--- src/rtl/spi_pkg.sv ---
// Shared SPI master definitions: FSM encoding, frame geometry and sclk polarity.
// SPI_IDLE_HIGH_SCLK_EN selects sclk idle level 1 (CPOL=1, CPHA=1); default is mode 0.
package spi_pkg;

    typedef enum logic [2:0] {
        StIdle,
        StSetup,
        StAddr,
        StData,
        StHold,
        StDone
    } spi_state_e;

    localparam int unsigned SPI_FRAME_BITS = 16;
    localparam int unsigned SPI_BYTE_BITS  = 8;
    localparam int unsigned RW_BIT         = 7;

`ifdef SPI_IDLE_HIGH_SCLK_EN
    localparam logic SCLK_IDLE = 1'b1;
`else
    localparam logic SCLK_IDLE = 1'b0;
`endif

    // Idle-high build is CPHA=1: mosi launches on the idle->active edge, miso samples on return.
    localparam logic LAUNCH_ON_ACTIVE = SCLK_IDLE;

endpackage

--- src/rtl/spi_clkdiv.sv ---
// Half-period tick generator: one-cycle tick every CLKDIV enabled cycles, held at 0 when disabled.
module spi_clkdiv #(
    parameter int unsigned CLKDIV = 4
) (
    input  logic clk,
    input  logic reset,
    input  logic en,
    output logic tick
);

    localparam int unsigned CW = $clog2(CLKDIV);

    logic [CW-1:0] cnt_q, cnt_d;

    assign tick = en && (cnt_q == CW'(CLKDIV - 1));

    always_comb begin
        cnt_d = cnt_q;
        if (!en) begin
            cnt_d = '0;
        end else if (tick) begin
            cnt_d = '0;
        end else begin
            cnt_d = cnt_q + 1'b1;
        end
    end

    always_ff @(posedge clk) begin
        if (reset) begin
            cnt_q <= '0;
        end else begin
            cnt_q <= cnt_d;
        end
    end

endmodule

--- src/rtl/spi_master_ctrl.sv ---
// SPI master for one address byte plus one data byte per frame, with read capture into rdata.
// Define SPI_IDLE_HIGH_SCLK_EN for sclk idle-high (CPOL=1, CPHA=1); timing is identical.
module spi_master_ctrl
    import spi_pkg::*;
#(
    parameter int unsigned CLKDIV = 4
) (
    input  logic       clk,
    input  logic       reset,
    input  logic       start,
    input  logic [7:0] addr_in,
    input  logic [7:0] data_in,
    input  logic       miso,
    output logic       mosi,
    output logic       sclk,
    output logic       cs_n,
    output logic       busy,
    output logic       done,
    output logic [7:0] rdata
);

    localparam logic [3:0] ADDR_LAST  = 4'(SPI_BYTE_BITS - 1);
    localparam logic [3:0] FRAME_LAST = 4'(SPI_FRAME_BITS - 1);

    spi_state_e                  state_q, state_d;
    logic                        phase_q, phase_d;
    logic [3:0]                  bit_q, bit_d, bit_nxt;
    logic [SPI_FRAME_BITS-1:0]   frame_q, frame_d;
    logic                        mosi_q, mosi_d;
    logic [SPI_BYTE_BITS-1:0]    rx_q, rx_d;
    logic [SPI_BYTE_BITS-1:0]    rdata_q, rdata_d;
    logic                        tick;
    logic                        shifting;

    assign busy     = (state_q == StSetup) || (state_q == StAddr) ||
                      (state_q == StData)  || (state_q == StHold);
    assign cs_n     = ~busy;
    assign done     = (state_q == StDone);
    assign shifting = (state_q == StAddr) || (state_q == StData);
    assign sclk     = SCLK_IDLE ^ (shifting && phase_q);
    assign mosi     = mosi_q;
    assign rdata    = rdata_q;

    spi_clkdiv #(
        .CLKDIV(CLKDIV)
    ) u_clkdiv (
        .clk  (clk),
        .reset(reset),
        .en   (busy),
        .tick (tick)
    );

    always_comb begin
        state_d = state_q;
        phase_d = phase_q;
        bit_d   = bit_q;
        frame_d = frame_q;
        mosi_d  = mosi_q;
        rx_d    = rx_q;
        rdata_d = rdata_q;
        bit_nxt = bit_q + 4'd1;
        unique case (state_q)
            StIdle: begin
                if (start) begin
                    // Read frames transmit zeros in the data byte.
                    frame_d = {addr_in, addr_in[RW_BIT] ? 8'h00 : data_in};
                    rx_d    = '0;
                    state_d = StSetup;
                end
            end
            StSetup: begin
                if (tick) begin
                    state_d = StAddr;
                    phase_d = 1'b0;
                    bit_d   = '0;
                    if (!LAUNCH_ON_ACTIVE) mosi_d = frame_q[FRAME_LAST];
                end
            end
            StAddr, StData: begin
                if (tick) begin
                    phase_d = ~phase_q;
                    if (!phase_q) begin
                        if (LAUNCH_ON_ACTIVE) begin
                            mosi_d = frame_q[~bit_q];
                        end else if (state_q == StData) begin
                            rx_d = {rx_q[SPI_BYTE_BITS-2:0], miso};
                        end
                    end else begin
                        if (LAUNCH_ON_ACTIVE) begin
                            if (state_q == StData) rx_d = {rx_q[SPI_BYTE_BITS-2:0], miso};
                        end else if (bit_q != FRAME_LAST) begin
                            mosi_d = frame_q[~bit_nxt];
                        end
                        bit_d = bit_nxt;
                        if (bit_q == ADDR_LAST)  state_d = StData;
                        if (bit_q == FRAME_LAST) state_d = StHold;
                    end
                end
            end
            StHold: begin
                if (tick) begin
                    state_d = StDone;
                    mosi_d  = 1'b0;
                    if (frame_q[SPI_BYTE_BITS + RW_BIT]) rdata_d = rx_q;
                end
            end
            StDone: begin
                state_d = StIdle;
            end
            default: begin
                state_d = StIdle;
            end
        endcase
    end

    always_ff @(posedge clk) begin
        if (reset) begin
            state_q <= StIdle;
            phase_q <= 1'b0;
            bit_q   <= '0;
            frame_q <= '0;
            mosi_q  <= 1'b0;
            rx_q    <= '0;
            rdata_q <= '0;
        end else begin
            state_q <= state_d;
            phase_q <= phase_d;
            bit_q   <= bit_d;
            frame_q <= frame_d;
            mosi_q  <= mosi_d;
            rx_q    <= rx_d;
            rdata_q <= rdata_d;
        end
    end

endmodule

--- config.mk ---
export PLATFORM = sky130hd
export DESIGN_NAME = spi_master_ctrl
export DESIGN_NICKNAME = d
export VERILOG_FILES = /design/src/rtl/spi_pkg.sv /design/src/rtl/spi_clkdiv.sv /design/src/rtl/spi_master_ctrl.sv
export SDC_FILE = /design/constraint.sdc
export NUM_CORES = 1
export LEC_CHECK = 0
export ABC_AREA = 1
export BUFFER_PORTS_ARGS = -buffer_cell sky130_fd_sc_hd__clkbuf_2
export CORE_UTILIZATION = 55
export DETAILED_ROUTE_END_ITERATION = 16
export PLACE_DENSITY = 0.86
export SLEW_MARGIN = 5
export SYNTH_ARGS = -nofsm -noshare
export SYNTH_HDL_FRONTEND = slang
export SYNTH_SLANG_ARGS = --single-unit
export TNS_END_PERCENT = 1
--- constraint.sdc ---
create_clock -name clk -period 1.6 [get_ports clk]
set_clock_uncertainty 0.05 [all_clocks]
set_input_delay 0 -clock clk [delete_from_list [all_inputs] [get_ports clk]]
set_output_delay 0 -clock clk [all_outputs]
set_load 0.005 [all_outputs]
Yosys cells after proc, flatten, opt, wreduce, memory -nomap -nowiden

Index checks and enable logic that the tools add are counted.

Memory bits (writable): 0
Logic and storage cells: 79
ROM bits: 0
Bits in registers: 43
Latch bits: 0
Input bits: 20
Output and inout port bits: 13
Memories: 0

Shift-type cells: 0
Order comparisons: 1
Multiplexer cells: 28
Bitwise gates (word level): 3
Eq/ne operators: 18
$add $sub $neg: 2
Div/mod/pow operators: 0
Multipliers: 0
Reduce and logical (&&, ||, !) cells: 19

Operator list:

| cell                                                                  | count |
|---|---|
| 8-bit 2-to-1 mux                                                      | 5 |
| 3-bit 2-to-1 mux                                                      | 7 |
| 2-bit != test, second input constant                                  | 8 |
| 8-bit one-hot mux with 2 select lines                                 | 1 |
| 4-bit 2-to-1 mux                                                      | 3 |
| 3-bit one-hot mux with 4 select lines                                 | 1 |
| 6-bit AND reduction                                                   | 2 |
| 4-bit one-hot mux with 2 select lines                                 | 1 |
| 1-bit 2-to-1 mux                                                      | 7 |
| 3-bit by 2-bit equality test with 1-bit output, second input constant | 2 |
| 3-bit equality test, second input constant                            | 2 |
| 3-bit AND reduction                                                   | 2 |
| 4-bit by 5-bit < comparator with 1-bit output, second input constant  | 1 |
| 5-bit AND reduction                                                   | 1 |
| 4-bit by 1-bit adder with 4-bit output, second input constant         | 1 |
| 1-bit binary-select mux with 4-bit select                             | 1 |
| 4-bit by 3-bit equality test with 1-bit output, second input constant | 1 |
| 4-bit equality test, second input constant                            | 1 |
| 1-bit logical OR                                                      | 4 |
| 4-bit != test, second input constant                                  | 1 |
| 4-bit NOT                                                             | 1 |
| 4-bit AND reduction                                                   | 1 |
| 2-bit nonzero test                                                    | 2 |
| 3-bit by 1-bit equality test with 1-bit output, second input constant | 1 |
| other kinds (12)                                                      | 14 |

Depth between registers and ports, before layout

Depth in word-level cells: 8
Gate-level depth with buffers: 11
Depth with buffers taken out: 11

By module

Synthesis repeated with hierarchy kept, for this count alone.

Cell total of the unflattened synthesis: 266
Area total of the unflattened synthesis: 1,956.9 um^2

Modules (own cells, without submodules):

| module          | times used | cells an instance | area each (um^2) |
|---|---|---|---|
| spi_master_ctrl | 1          | 255               | 1,868.0 |
| spi_clkdiv      | 1          | 11                | 88.8 |

Worst setup path after synthesis

No wires, ideal clock.

Path type: reg2reg
Start: reg u_clkdiv.cnt_q[0]
End: reg state_q[0]
Period minus slack after synthesis: 1.336 ns
Required time: 1.437 ns
Arrival time: 1.173 ns
Setup slack: 0.264 ns
Cell stages (with the launch flop): 11
Path buffers: 0
Path through: dfxtp_1 > ha_1 > inv_1 > nand2_1 > o21ai_1 > nor2_2 > nand2_1 > nor2_2 > nand2_1 > nand2_1 > nor2_1

Cells in the longest elaborated chain, start to end: 4

Ends and longest elaborated chain:

| what                                   | line                   | text |
|---|---|---|
| start, declared                        | spi_clkdiv.sv:13       | `logic [CW-1:0] cnt_q, cnt_d;` |
| start signal, assigned                 | spi_clkdiv.sv:32       | `cnt_q <= cnt_d;` |
| 2-bit equality test *                  | spi_clkdiv.sv:15       | `assign tick = en && (cnt_q == CW'(CLKDIV - 1));` |
| 1-bit logical AND *                    | spi_clkdiv.sv:15       |  |
| 2-bit != test (no source line)         | n/a                    |  |
| 6-bit AND reduction (no source line) * | n/a                    |  |
| end signal, assigned                   | spi_master_ctrl.sv:118 | `state_q <= StIdle;` |
| end signal, assigned                   | spi_master_ctrl.sv:126 | `state_q <= state_d;` |
| end, declared                          | spi_master_ctrl.sv:25  | `spi_state_e state_q, state_d;` |

Mark *: on every way between the ends. The rest lies on a longest branch, timed or not.
A chain may end at the register's enable or synchronous reset.

Worst setup path in the final report

Start: reg state_q[1]
End: reg rx_q[0]

Cells in the longest elaborated chain, start to end: 7

Ends and longest elaborated chain:

| what                                                                                                                    | line                                         | text |
|---|---|---|
| 3-bit by 1-bit equality test with 1-bit output / 3-bit by 2-bit equality test with 1-bit output (equally long branches) | spi_master_ctrl.sv:35, spi_master_ctrl.sv:62 |  |
| 1-bit logical OR (2 in series)                                                                                          | spi_master_ctrl.sv:35                        | `assign busy = (state_q == StSetup) \|\| (state_q == StAddr) \|\|` |
| 1-bit logical OR                                                                                                        | spi_master_ctrl.sv:36                        | `(state_q == StData) \|\| (state_q == StHold);` |
| 1-bit logical AND                                                                                                       | spi_clkdiv.sv:15                             |  |
| 2-bit != test (no source line)                                                                                          | n/a                                          |  |
| 5-bit AND reduction (no source line)                                                                                    | n/a                                          |  |
| end signal, assigned                                                                                                    | spi_master_ctrl.sv:131                       | `rx_q <= rx_d;` |
| end, declared                                                                                                           | spi_master_ctrl.sv:30                        | `logic [SPI_BYTE_BITS-1:0] rx_q, rx_d;` |

Parallel ways exist; a longest one is shown, timed or not.

==> results.md <==
* CTS root buf: clkbuf_8
* Placeable core area at 3440 sq um
* Levels on crit path at 9
* Synth Warn # at 0
* Mapped cell area at 2050 sq um
* Worst R2R End: rx_q[0]
* WP data arrival at 1.64 ns
* Cell depth of the worst hold path at 3
* Synth Instances at 274
* First-pass DRT Iterations at 5
* Port Buffers at 32
* Routed Antenna Nets at 0
* RSZ-0062 raised after global routing: no
* Peak supply drop at 0.828 mV
* ANT cells at 0
* Max-slew violation count at 0
* Peak Freq at 663 MHz
* Dpl hpwl at 3.05 mm
* Initial antenna violation count at 0
* Synth top area share at 0.420
* Final period util at 0.943
* First-pass GRT wire length at 8.31 mm
* Post-DR wirelength/cell at 12.8 microns
* Largest net degree at the start of global routing at 23
* Pleak at 1.07 nW
* Hold_sp: addr_in[7]
* Final instance area at 2550 sq um
* Area grow syn2layout at 24.5%
* Area contributors post-synth: dfxtp_1 42%, nand2_1 9.5%, inv_1 6.0%
* Clk sink count at 43
* DP Area at 2280 sq um
* Vias in the first global route at 1932
* Starting Density at 0.596
* Critical path class: reg2reg
* Die Ht at 63.1 microns
* Power density cells at 1170 nW/um^2
* DRT iter0 DRCs at 109
* R2R Setup Slk at 0.09 ns
* Setup crit start kind: register
* Clock latency on the worst-skew pair at 0.30 ns
* Number of I/O pins at 33
* H-tree depth at 2
* DIE AREA at 3980 sq um
* Critical path's top delay family: simple AND/OR/NAND/NOR gates
* Crit end category: register
* Layout cell share with drive strength beyond 1 at 0.271
* Std cell rows at 21
* Type of the most critical hold path: in2reg
* Slowest-stage cell, CP: dfxtp_1
* TritonCTS clock tree: done
* Synth area leader: dfxtp_1
* Synth Area per Inst at 7.48 sq um
* Library cells used by synthesis at 29
* Total routed wirelength at 4.80 mm
* Via count at 1980
* Outcome: finished clean
* Horiz. Die Dim at 63.1 microns
* Worst-Margin Slew at 0.278 ns
* CP cell instances: inv_2, nor2_4, nand2_1, nand2_1, nor2_4, nand2_4, clkinv_4, nand3_2, a21oi_2
* Tot GR Track Use at 0.268
* Seq/Total Area, Yosys at 0.420
* Fin Setup TNS at 0 ns
* DR DRC count at 0
* CTS Buf Count at 5
* Setup bufs post-CTS at 0
* CP bufs+invs at 2
* Reg2Reg Depth at 9
* WP data required at 1.74 ns
* Slew headroom at 0.815
* # Max-Cap Violations at 0
* Largest fanout on the critical path at 9
* Worst-path clk slew at 0.08 ns
* Grt ovf at 0
* Post-DR vias/cell at 5.29
* Reg-to-Reg Start: state_q[1]
* Setup violators final at 0
* Min Tclk post-route at 1.51 ns
* Syn nets at 296
* NumNets Final at 349
* Synth Register Bits at 43
* Final Hold Viols at 0
* Clock Tree Buf Depth at 2
* Gpl congestion at 0.887
* Final Power at 0.00298 W
* Max stage delay on crit path at 0.45 ns
* Hold EP: frame_q[15]
-- worst max path at each step --
stage | start | to | slack, ns
after floorplan | u_clkdiv.cnt_q[0] | state_q[0] | 0.26
after global placement | u_clkdiv.cnt_q[0] | state_q[0] | 0.16
after detailed placement | u_clkdiv.cnt_q[0] | state_q[0] | 0.09
after CTS | u_clkdiv.cnt_q[0] | state_q[0] | 0.07
after global routing | u_clkdiv.cnt_q[0] | state_q[0] | 0.004
final | state_q[1] | rx_q[0] | 0.09
-- cell type report --
class | instances | area, sq um
Clock buffer | 5 | 68.8
Clock inverter | 3 | 25.0
Fill cell | 284 | 890
Inverter | 41 | 159
Multi-Input combinational cell | 181 | 1000
Sequential cell | 43 | 862
Tap cell | 46 | 57.6
Timing Repair Buffer | 55 | 377
-- state kept, by name, indices dropped and copies added, names as in the netlist --
| signal | flops |
|---|---|
| phase_q | 1 |
| bit_q | 4 |
| frame_q | 16 |
| mosi | 1 |
| state_q | 3 |
| rx_q | 8 |
| rdata | 8 |
| u_clkdiv.cnt_q | 2 |
-- repair_timing --
action                                  4_1_cts  5_1_grt
hold endpoints to repair                     16        0
resized for setup                             0        8
hold buffers                                 16        0
endpoints found under the setup margin        0       21
-- cell families (layout without fill, tap and decap cells) --
logic type               Yosys count  count (layout)  synth area share
XOR/XNOR                           3               3            0.0128
flip-flops                        43              43             0.420
AO/OA/AOI/OAI                     61              61             0.176
adder cells (fa/ha/maj)            2               2            0.0122
buffers and inverters             50             104            0.0994
AND/OR/NAND/NOR                  115             115             0.279
-- synthesized netlist by cell type (all sizes together) --
master	number
nor2	29
clkbuf	4
xnor2	2
xor2	1
ha	2
inv	39
nand3	27
nand2	56
buf	5
nand4	1
nor3	2
clkinv	2
a21oi	30
dfxtp	43
a211oi	1
a22oi	8
o21ai	22
-- cells in the final DEF, fill, tap and decap left out, types with 3 or more instances in the layout --
master         instances
nand2_1               52
dfxtp_1               42
inv_1                 32
clkbuf_2              32
nor2_1                22
a21oi_1               22
nand3_1               17
dlygate4sd3_1         16
o21ai_1               12
o21ai_0                9
nand3_2                9
a22oi_1                8
a21oi_2                8
inv_2                  7
buf_4                  6
clkbuf_8               5
nor2_4                 4
nand2_2                3
nor2_2                 3
clkinv_4               3
-- metal layers --
layer  wire length, microns  track usage
met1                   2090        0.319
met2                   2380        0.454
met3                    225       0.0562
met4                    109        0.128
met5                      0            0
-- metrics by stage --
stage               hold slack (ns)  worst slack, ns   util  cells
floorplan                    0.0943            0.264      -    274
global placement              0.182            0.157  0.661    350
detailed placement            0.193           0.0875  0.661    350
CTS                          0.0147           0.0651  0.735    374
global route                 0.0828          0.00398  0.742    374
finish                       0.0277           0.0910  0.742    374
-- tightest hold or removal path: stages --
cell	delay, ns
clkbuf_2	0.10
nor2_4	0.07
a211oi_1	0.15
-- power breakdown --
part           internal, W  leakage [nW]  switching [W]  total, W
sequential         0.00119         0.350      0.0000767   0.00127
combinational     0.000354         0.678       0.000649   0.00100
clock             0.000312        0.0443       0.000396  0.000708
total              0.00186          1.07        0.00112   0.00298
Note: power is estimated with default switching activity, not from simulation.
